File: src/rtl/seq_multiplier_if.sv
// Operand/result handshake bundle for the iterative multiplier.
// The source-and-sink side uses master; the multiplier uses slave.
interface seq_multiplier_if #(
    parameter int DATAWIDTH = 14
);
    logic                     in_valid;
    logic                     in_ready;
    logic                     signed_mode;
    logic [DATAWIDTH-1:0]     multi1;
    logic [DATAWIDTH-1:0]     multi2;
    logic                     out_valid;
    logic                     out_ready;
    logic [2*DATAWIDTH-1:0]   product;
    logic                     busy;

    modport master (
        output in_valid, signed_mode, multi1, multi2, out_ready,
        input  in_ready, out_valid, product, busy
    );

    modport slave (
        input  in_valid, signed_mode, multi1, multi2, out_ready,
        output in_ready, out_valid, product, busy
    );
endinterface

File: src/rtl/seq_multiplier.sv
// Shift-add multiplier: one multiplier bit per cycle on sign-stripped magnitudes,
// with the sign restored on the final step. Valid/ready on both sides.
module seq_multiplier #(
    parameter int DATAWIDTH = 14
) (
    input  logic              clk,
    input  logic              rst,
    seq_multiplier_if.slave   bus
);
    localparam int PW    = 2 * DATAWIDTH;
    localparam int CNT_W = $clog2(DATAWIDTH);

    typedef enum logic [1:0] {IDLE, CALC, DONE} state_t;

    state_t               state;
    state_t               state_nxt;
    logic [PW-1:0]        mcand;
    logic [DATAWIDTH-1:0] mplier;
    logic [PW-1:0]        acc;
    logic [PW-1:0]        acc_sum;
    logic [PW-1:0]        product_r;
    logic [CNT_W-1:0]     cnt;
    logic                 neg;
    logic                 accept;
    logic                 last_bit;

    // Two's-complement magnitude; -2^(N-1) maps to 2^(N-1), which still fits unsigned.
    function automatic logic [DATAWIDTH-1:0] magnitude(
        input logic signed [DATAWIDTH-1:0] v,
        input logic                        sm
    );
        logic [DATAWIDTH-1:0] u;
        u = v;
        return (sm && u[DATAWIDTH-1]) ? (~u + 1'b1) : u;
    endfunction

    function automatic logic signed [PW-1:0] apply_sign(
        input logic [PW-1:0] mag,
        input logic          n
    );
        return n ? signed'(~mag + 1'b1) : signed'(mag);
    endfunction

    assign accept   = bus.in_valid && (state == IDLE);
    assign last_bit = (cnt == CNT_W'(DATAWIDTH - 1));
    assign acc_sum  = acc + (mplier[0] ? mcand : '0);

    always_ff @(posedge clk or posedge rst) begin
        if (rst) state <= IDLE;
        else     state <= state_nxt;
    end

    always_comb begin
        state_nxt = state;
        case (state)
            IDLE:    if (bus.in_valid)  state_nxt = CALC;
            CALC:    if (last_bit)      state_nxt = DONE;
            DONE:    if (bus.out_ready) state_nxt = IDLE;
            default:                    state_nxt = IDLE;
        endcase
    end

    // Multiplicand shifts left and multiplier shifts right, so bit cnt is always mplier[0].
    always_ff @(posedge clk or posedge rst) begin
        if (rst) begin
            mcand     <= '0;
            mplier    <= '0;
            acc       <= '0;
            cnt       <= '0;
            neg       <= 1'b0;
            product_r <= '0;
        end else if (accept) begin
            mcand  <= {{DATAWIDTH{1'b0}}, magnitude(bus.multi1, bus.signed_mode)};
            mplier <= magnitude(bus.multi2, bus.signed_mode);
            neg    <= bus.signed_mode & (bus.multi1[DATAWIDTH-1] ^ bus.multi2[DATAWIDTH-1]);
            acc    <= '0;
            cnt    <= '0;
        end else if (state == CALC) begin
            acc    <= acc_sum;
            mcand  <= mcand << 1;
            mplier <= mplier >> 1;
            cnt    <= cnt + 1'b1;
            if (last_bit) product_r <= apply_sign(acc_sum, neg);
        end
    end

    assign bus.in_ready  = (state == IDLE);
    assign bus.out_valid = (state == DONE);
    assign bus.busy      = (state != IDLE);
    assign bus.product   = product_r;
endmodule

File: src/flat_wrapper.sv
// flat-port wrapper written by rule: the top's interface ports become plain ports
module seq_multiplier_flat 
#(
    parameter int DATAWIDTH = 14
)
  (clk, rst, bus_in_valid, bus_signed_mode, bus_multi1, bus_multi2, bus_out_ready, bus_in_ready, bus_out_valid, bus_product, bus_busy);
  seq_multiplier_if #(.DATAWIDTH(DATAWIDTH)) bus_i ();
  input  logic clk;
  input  logic rst;
  input wire logic [$bits(bus_i.in_valid)-1:0] bus_in_valid;
  input wire logic [$bits(bus_i.signed_mode)-1:0] bus_signed_mode;
  input wire logic [$bits(bus_i.multi1)-1:0] bus_multi1;
  input wire logic [$bits(bus_i.multi2)-1:0] bus_multi2;
  input wire logic [$bits(bus_i.out_ready)-1:0] bus_out_ready;
  output wire logic [$bits(bus_i.in_ready)-1:0] bus_in_ready;
  output wire logic [$bits(bus_i.out_valid)-1:0] bus_out_valid;
  output wire logic [$bits(bus_i.product)-1:0] bus_product;
  output wire logic [$bits(bus_i.busy)-1:0] bus_busy;
  assign bus_i.in_valid = bus_in_valid;
  assign bus_i.signed_mode = bus_signed_mode;
  assign bus_i.multi1 = bus_multi1;
  assign bus_i.multi2 = bus_multi2;
  assign bus_i.out_ready = bus_out_ready;
  assign bus_in_ready = bus_i.in_ready;
  assign bus_out_valid = bus_i.out_valid;
  assign bus_product = bus_i.product;
  assign bus_busy = bus_i.busy;
  seq_multiplier #(.DATAWIDTH(DATAWIDTH)) u_core (.clk(clk), .rst(rst), .bus(bus_i));
endmodule
File: config.mk
export PLATFORM = sky130hd
export DESIGN_NAME = seq_multiplier_flat
export DESIGN_NICKNAME = d
export VERILOG_FILES = /design/src/rtl/seq_multiplier_if.sv /design/src/rtl/seq_multiplier.sv /design/src/flat_wrapper.sv
export SDC_FILE = /design/constraint.sdc
export NUM_CORES = 1
export LEC_CHECK = 0
export CAP_MARGIN = 20
export CORE_MARGIN = 5
export CORE_UTILIZATION = 55
export DETAILED_ROUTE_END_ITERATION = 6
export PLACE_DENSITY = 0.76
export SYNTH_ARGS = -nofsm -noshare
export SYNTH_HDL_FRONTEND = slang
export SYNTH_SLANG_ARGS = --single-unit
File: constraint.sdc
create_clock -name clk -period 5.7 [get_ports clk]
set_input_delay 0.855 -clock clk [delete_from_list [all_inputs] [get_ports clk]]
set_output_delay 0.855 -clock clk [all_outputs]
set_load 0.05 [all_outputs]
==> impl_metrics.toml, run 1 <==
[power]
p_leak_uw = 0.00353
fin_total_pwr_uw = 4880
power_density_nw_per_um2 = 584
seqPwrFrac_pct = 27.1
intPower_uw = 2570
p_clk_share_pct = 13.7
ir_drop_uv = 199
p_comb_share_pct = 59.2
p_sw_share_pct = 47.4
p_sw_uw = 2310

[drt]
vias = 6168
drt_wl_total_mm = 16.6
initialDrtViolationCount = 493
via_per_inst = 5.87
final_antenna_net_count = 0
wire_per_inst_um = 15.8
dr.pass1.iters = 5
drc = 0

[critical_path]
worstPathMaxFanout = 29
critPathLaunch = "u_core.mplier[0]"
arrival_ns = 4.30
end_kind = "flip-flop"
regToRegStartpoint = "u_core.mplier[0]"
worstPathRequired_ns = 5.91
crit_type = "reg -> reg"
start_kind = "flip-flop"

[placed_design]
gpl.final_weighted_congestion = 0.919
dp_hpwl_mm = 12.4
placed_cells = 1034
port_buffers = 63

[floorplan]
rows = 42
die-area_um2 = 15900
coreArea_um2 = 13200
start_util_pct = 56.1
ios = 64
die_x_um = 126
die_y_um = 126

[finish]
area_delta_synth_final_pct = 12.4
diodes = 0
fin_nets = 936
drive_above_1_share_pct = 8.23
fin_cells = 1051

[cts]
cts-resized-gates = 0
htreeDepth = 3
clock_sinks = 105
cts_buffers = 9
post_cts_buffers = 0
clockBufferDepth = 2
cts_root_buf = "clkbuf_16"
insertion_delay_ns = 0.35
clkSlewWorstSetupHoldPaths_ns = 0.07
cts_hold_buf = 0
tritoncts = "done"

[logic_synthesis]
synth_seq_cells = 105
synth_edf_count = 0
yosys-top-cells-count = "136 x nand2_1, 108 x o21ai_0, 105 x dfrtp_1, 50 x xnor2_1, 35 x nand3_1"
synth_cell_types = 81
synthCells = 845
syn_area_per_cell_um2 = 8.79
yosysTopAreaCell = "dfrtp_1"
synth-async-reset-ratio_pct = 100
ys.flop_type = "dfrtp_1"
synth.net_count = 911
synth.most_common_cell = "nand2_1"
synth.top_cell.area_share_pct = 35.4
yosysSeqAreaShare_pct = 35.4
yosys_warnings = 0
yosys-top-cells-area = "dfrtp_1 35%, o21ai_0 7.3%, nand2_1 6.9%, xnor2_1 5.9%, ha_1 5.4%"
netlist_area_um2 = 7420

[global_route]
grt_usage_pct = 21.6
grt_pass1_vias = 6127
grt_pass1_wl_mm = 29.0
grt_max_degree = 68
antenna_found_initial = 0
grt-ovfl-total = 0

[sta]
setup_tns_ns = 0
fin_skew_ns = 0.00965
rsz0062_at_grt = "false"
maxSlewViolCount = 0
finalSetupViolCount = 0
relSlewSlack_pct = 39.5
fmax_mhz = 244
fin_crit_sh_pct = 71.8
tightest_slew_ns = 0.904
period_needed_ns = 4.09
hold_viol_final = 0

[worst_hold_path]
hp-class = "reg -> reg"
min_from = "u_core.bus.product[1]"

[status]
status = "finished, final reports clean"

[flow_run]
drv_cap = 0
worst paths after layout:
path	slack [ns]	end	cells after the start
min in group asynchronous	1.02	u_core.mplier[3]	2
worst min register to register	0.48	u_core.bus.product[1]	2
max in group asynchronous	3.66	u_core.acc[10]	3
worst max-delay path	1.61	u_core.bus.product[26]	13
worst min-delay path	0.48	u_core.bus.product[1]	2
worst max register to register	1.61	u_core.bus.product[26]	13
state kept, by name, indices dropped and copies added, names as in the netlist:
signal	flops
u_core.state	2
u_core.neg	1
u_core.bus.product	28
u_core.mcand	28
u_core.cnt	4
u_core.mplier	14
u_core.acc	28
cells by family after synthesis:
family	synth area share, %
XOR/XNOR	9.46
multiplexers	0.691
adder cells (fa/ha/maj)	5.66
flip-flops	35.4
AND/OR/NAND/NOR	21.8
AO/OA/AOI/OAI	22.0
buffers and inverters	5.04
cell usage in the layout (no fill, tap or decap), types with 5 or more instances in the layout:
| cell type | n |
|---|---|
| a21o_1 | 6 |
| a21oi_1 | 33 |
| a21oi_2 | 6 |
| a22o_1 | 5 |
| a22oi_1 | 25 |
| a31oi_1 | 5 |
| and2_1 | 34 |
| and4_1 | 6 |
| clkbuf_16 | 9 |
| clkdlybuf4s50_1 | 63 |
| dfrtp_1 | 105 |
| ha_1 | 32 |
| inv_1 | 17 |
| nand2_1 | 135 |
| nand3_1 | 35 |
| nor2_1 | 32 |
| nor3_1 | 17 |
| o21ai_0 | 108 |
| o21ai_1 | 10 |
| o31ai_1 | 7 |
| or3_1 | 6 |
| xnor2_1 | 50 |
| xor2_1 | 19 |
power by group through the flow:
stage / registers [µW] / logic (µW) / clock network [µW]
2_1_floorplan: 1510 / 2090 / 0
3_3_place_gp: 1310 / 2750 / 0
3_5_place_dp: 1330 / 2860 / 0
4_1_cts: 1320 / 2870 / 676
5_1_grt: 1370 / 3180 / 708
6_report: 1320 / 2890 / 667
through the flow:
| stage | utilization [%] | area (µm²) | worst slack (ns) | hold slack [ns] |
|---|---|---|---|---|
| after floorplan | - | 7420 | 2.08 | 0.456 |
| after global placement | 60.5 | 8010 | 1.73 | 0.461 |
| after detailed placement | 60.5 | 8010 | 1.64 | 0.473 |
| after CTS | 62.9 | 8330 | 1.61 | 0.488 |
| after global routing | 63.0 | 8350 | 1.32 | 0.504 |
| final | 63.0 | 8350 | 1.61 | 0.480 |
area by class of cell:
cell class                      count  area, µm²
Fill cell                        1181       4900
Multi-Input combinational cell    669       4440
Sequential cell                   105       2630
Timing Repair Buffer               67        673
Clock buffer                       10        229
Tap cell                          176        220
Clock inverter                      6       90.1
Inverter                           18       70.1
critical path: stages (launching register included):
cell and delay [ns]:
dfrtp_1 0.63, and2_1 0.31, ha_1 0.22, fa_1 0.46, a211oi_4 0.36, o21ai_4 0.15
xnor2_1 0.28, a21boi_2 0.27, nand3_2 0.13, nand4bb_4 0.31, nand4b_4 0.22, o41ai_2 0.38
xor2_1 0.17, o21ai_1 0.07
per-layer routing:
layer / GRT usage [%] / routed length [µm]
met3: 2.37 / 1090
met2: 35.8 / 7900
met1: 30.0 / 7390
met4: 6.25 / 217
met5: 0 / 0
(Power assumes the default switching activity.)
==> inputs of run 2 (changes only) <==
clock period = 4.1 ns   (was 5.7 ns; I/O delays follow)
==> run 2 against run 1 <==
Effect of this change:
- routed wire length is 2.8% higher
- critical path type unchanged
- setup slack worse by 1.3 ns
- sequential share of layout area decreased by 0.34 points
- cell area increased by 1.1%
- global-route usage up 0.63 points
- flip-flop and latch count unchanged
- power is 41% higher
- critical path depth stayed put
==> impl_metrics.toml, run 2 (synthesis results as in run 1) <==
[global_route]
grt_usage_pct = 22.2
grt_pass1_vias = 5969
grt_max_degree = 82
grt_pass1_wl_mm = 29.3
grt-ovfl-total = 0
antenna_found_initial = 0

[finish]
area_delta_synth_final_pct = 13.7
final_area_um2 = 8440
fin_nets = 943
final_common_cell = "nand2_1"
regArea_um2 = 2630
multiInputGateArea_um2 = 4460
layout_common_cells = "135 x nand2_1, 108 x o21ai_0, 105 x dfrtp_1"
drive_above_1_share_pct = 9.18
fill_cells = 1141

[cts]
cts_root_buf = "clkbuf_16"
cts_buffers = 9
cts_hold_buf = 0
post_cts_buffers = 0
insertion_delay_ns = 0.36
clkSlewWorstSetupHoldPaths_ns = 0.08
clockBufferDepth = 2
cts-resized-gates = 0
htreeDepth = 3
clock_sinks = 105
tritoncts = "done"

[power]
ir_drop_uv = 697
p_leak_uw = 0.00358
fin_total_pwr_uw = 6870
power_density_nw_per_um2 = 814

[flow_run]
drv_cap = 0

[sta]
fin_skew_ns = 0.0103
period_needed_ns = 3.82
tightest_slew_ns = 0.910
fin_ws_ns = 0.283
finalSetupViolCount = 0
fin_crit_sh_pct = 93.1
hold_viol_final = 0
whs_ns = 0.477
relSlewSlack_pct = 39.2
maxSlewViolCount = 0
setup_tns_ns = 0
fmax_mhz = 262
rsz0062_at_grt = "false"

[floorplan]
ios = 64
start_util_pct = 56.1
die_x_um = 126
coreArea_um2 = 13200
rows = 42
die-area_um2 = 15900
die_y_um = 126

[critical_path]
slowest_delay_ns = 0.47
crit_type = "reg -> reg"
critPathBufInv = 0
worstPathRequired_ns = 4.31
start_kind = "flip-flop"
crit_family = "compound AO/OA/AOI/OAI gates"
slowest_stage = "fa_1"
crit_chain = "and2_1, ha_1, fa_1, a211oi_4, o211ai_1, and3b_1, a211oi_1, xnor2_1, o211a_4, nand4b_4, o41ai_2, xor2_1, o21ai_1"
end_kind = "flip-flop"
worstPathMaxFanout = 9
arrival_ns = 4.03

[placed_design]
pre_cts_ws_ns = 0.247
dp_hpwl_mm = 12.9
gpl.final_weighted_congestion = 0.954
port_buffers = 63
placed_area_um2 = 8070

[drt]
drc = 0
vias = 6116
drt_wl_total_mm = 17.1
via_per_inst = 5.78
wire_per_inst_um = 16.1
initialDrtViolationCount = 356
dr.pass1.iters = 5
final_antenna_net_count = 0

[worst_hold_path]
hp-class = "reg -> reg"

[status]
status = "finished, final reports clean"
==> run 2: through the flow <==
stage | cells | utilization, %
2_1_floorplan | 845 | -
3_3_place_gp | 1041 | 60.9
3_5_place_dp | 1041 | 60.9
4_1_cts | 1057 | 63.4
5_1_grt | 1058 | 63.7
6_report | 1059 | 63.7
==> run 2: layout make-up <==
type / count / share of cell area [%]
diodes: 1 / 0.0297
clock buffers: 9 / 2.67
clock inverters: 7 / 1.20
inverters: 18 / 0.830
multi-input cells: 669 / 52.8
flip-flops and latches: 105 / 31.1
well taps: 176 / 2.61
repair buffers: 74 / 8.69
==> run 2: path summary, 6_finish.rpt <==
check / slack [ns] / depth (start not counted) / startpoint / to
worst min-delay path: 0.48 / 2 / u_core.bus.product[15] / u_core.bus.product[15]
max in group asynchronous: 2.95 / 3 / rst / u_core.acc[18]
worst max-delay path: 0.28 / 13 / u_core.mplier[0] / u_core.bus.product[26]
worst max register to register: 0.28 / 13 / u_core.mplier[0] / u_core.bus.product[26]
min in group asynchronous: 0.54 / 2 / rst / u_core.mcand[3]
worst min register to register: 0.48 / 2 / u_core.bus.product[15] / u_core.bus.product[15]
==> run 2: layer usage <==
metal  part of all wire (%)  GRT usage [%]
met5                      0              0
met4                    1.5           7.38
met3                    6.0           3.01
met2                     44           34.1
met1                     48           32.5
==> run 2: power breakdown <==
part	switching (µW)	internal, µW	total, µW	leakage [µW]
logic	2530	1600	4120	0.00206
registers	327	1480	1810	0.00135
clock network	397	541	938	0.000158
==> run 2: tightest hold or removal path, delay by kind of cell (launching register included) <==
family | cells | cell delay, ns
and+or+nand+nor | 1 | 0.05
DFF | 1 | 0.34
AOI/OAI and AO/OA | 1 | 0.06
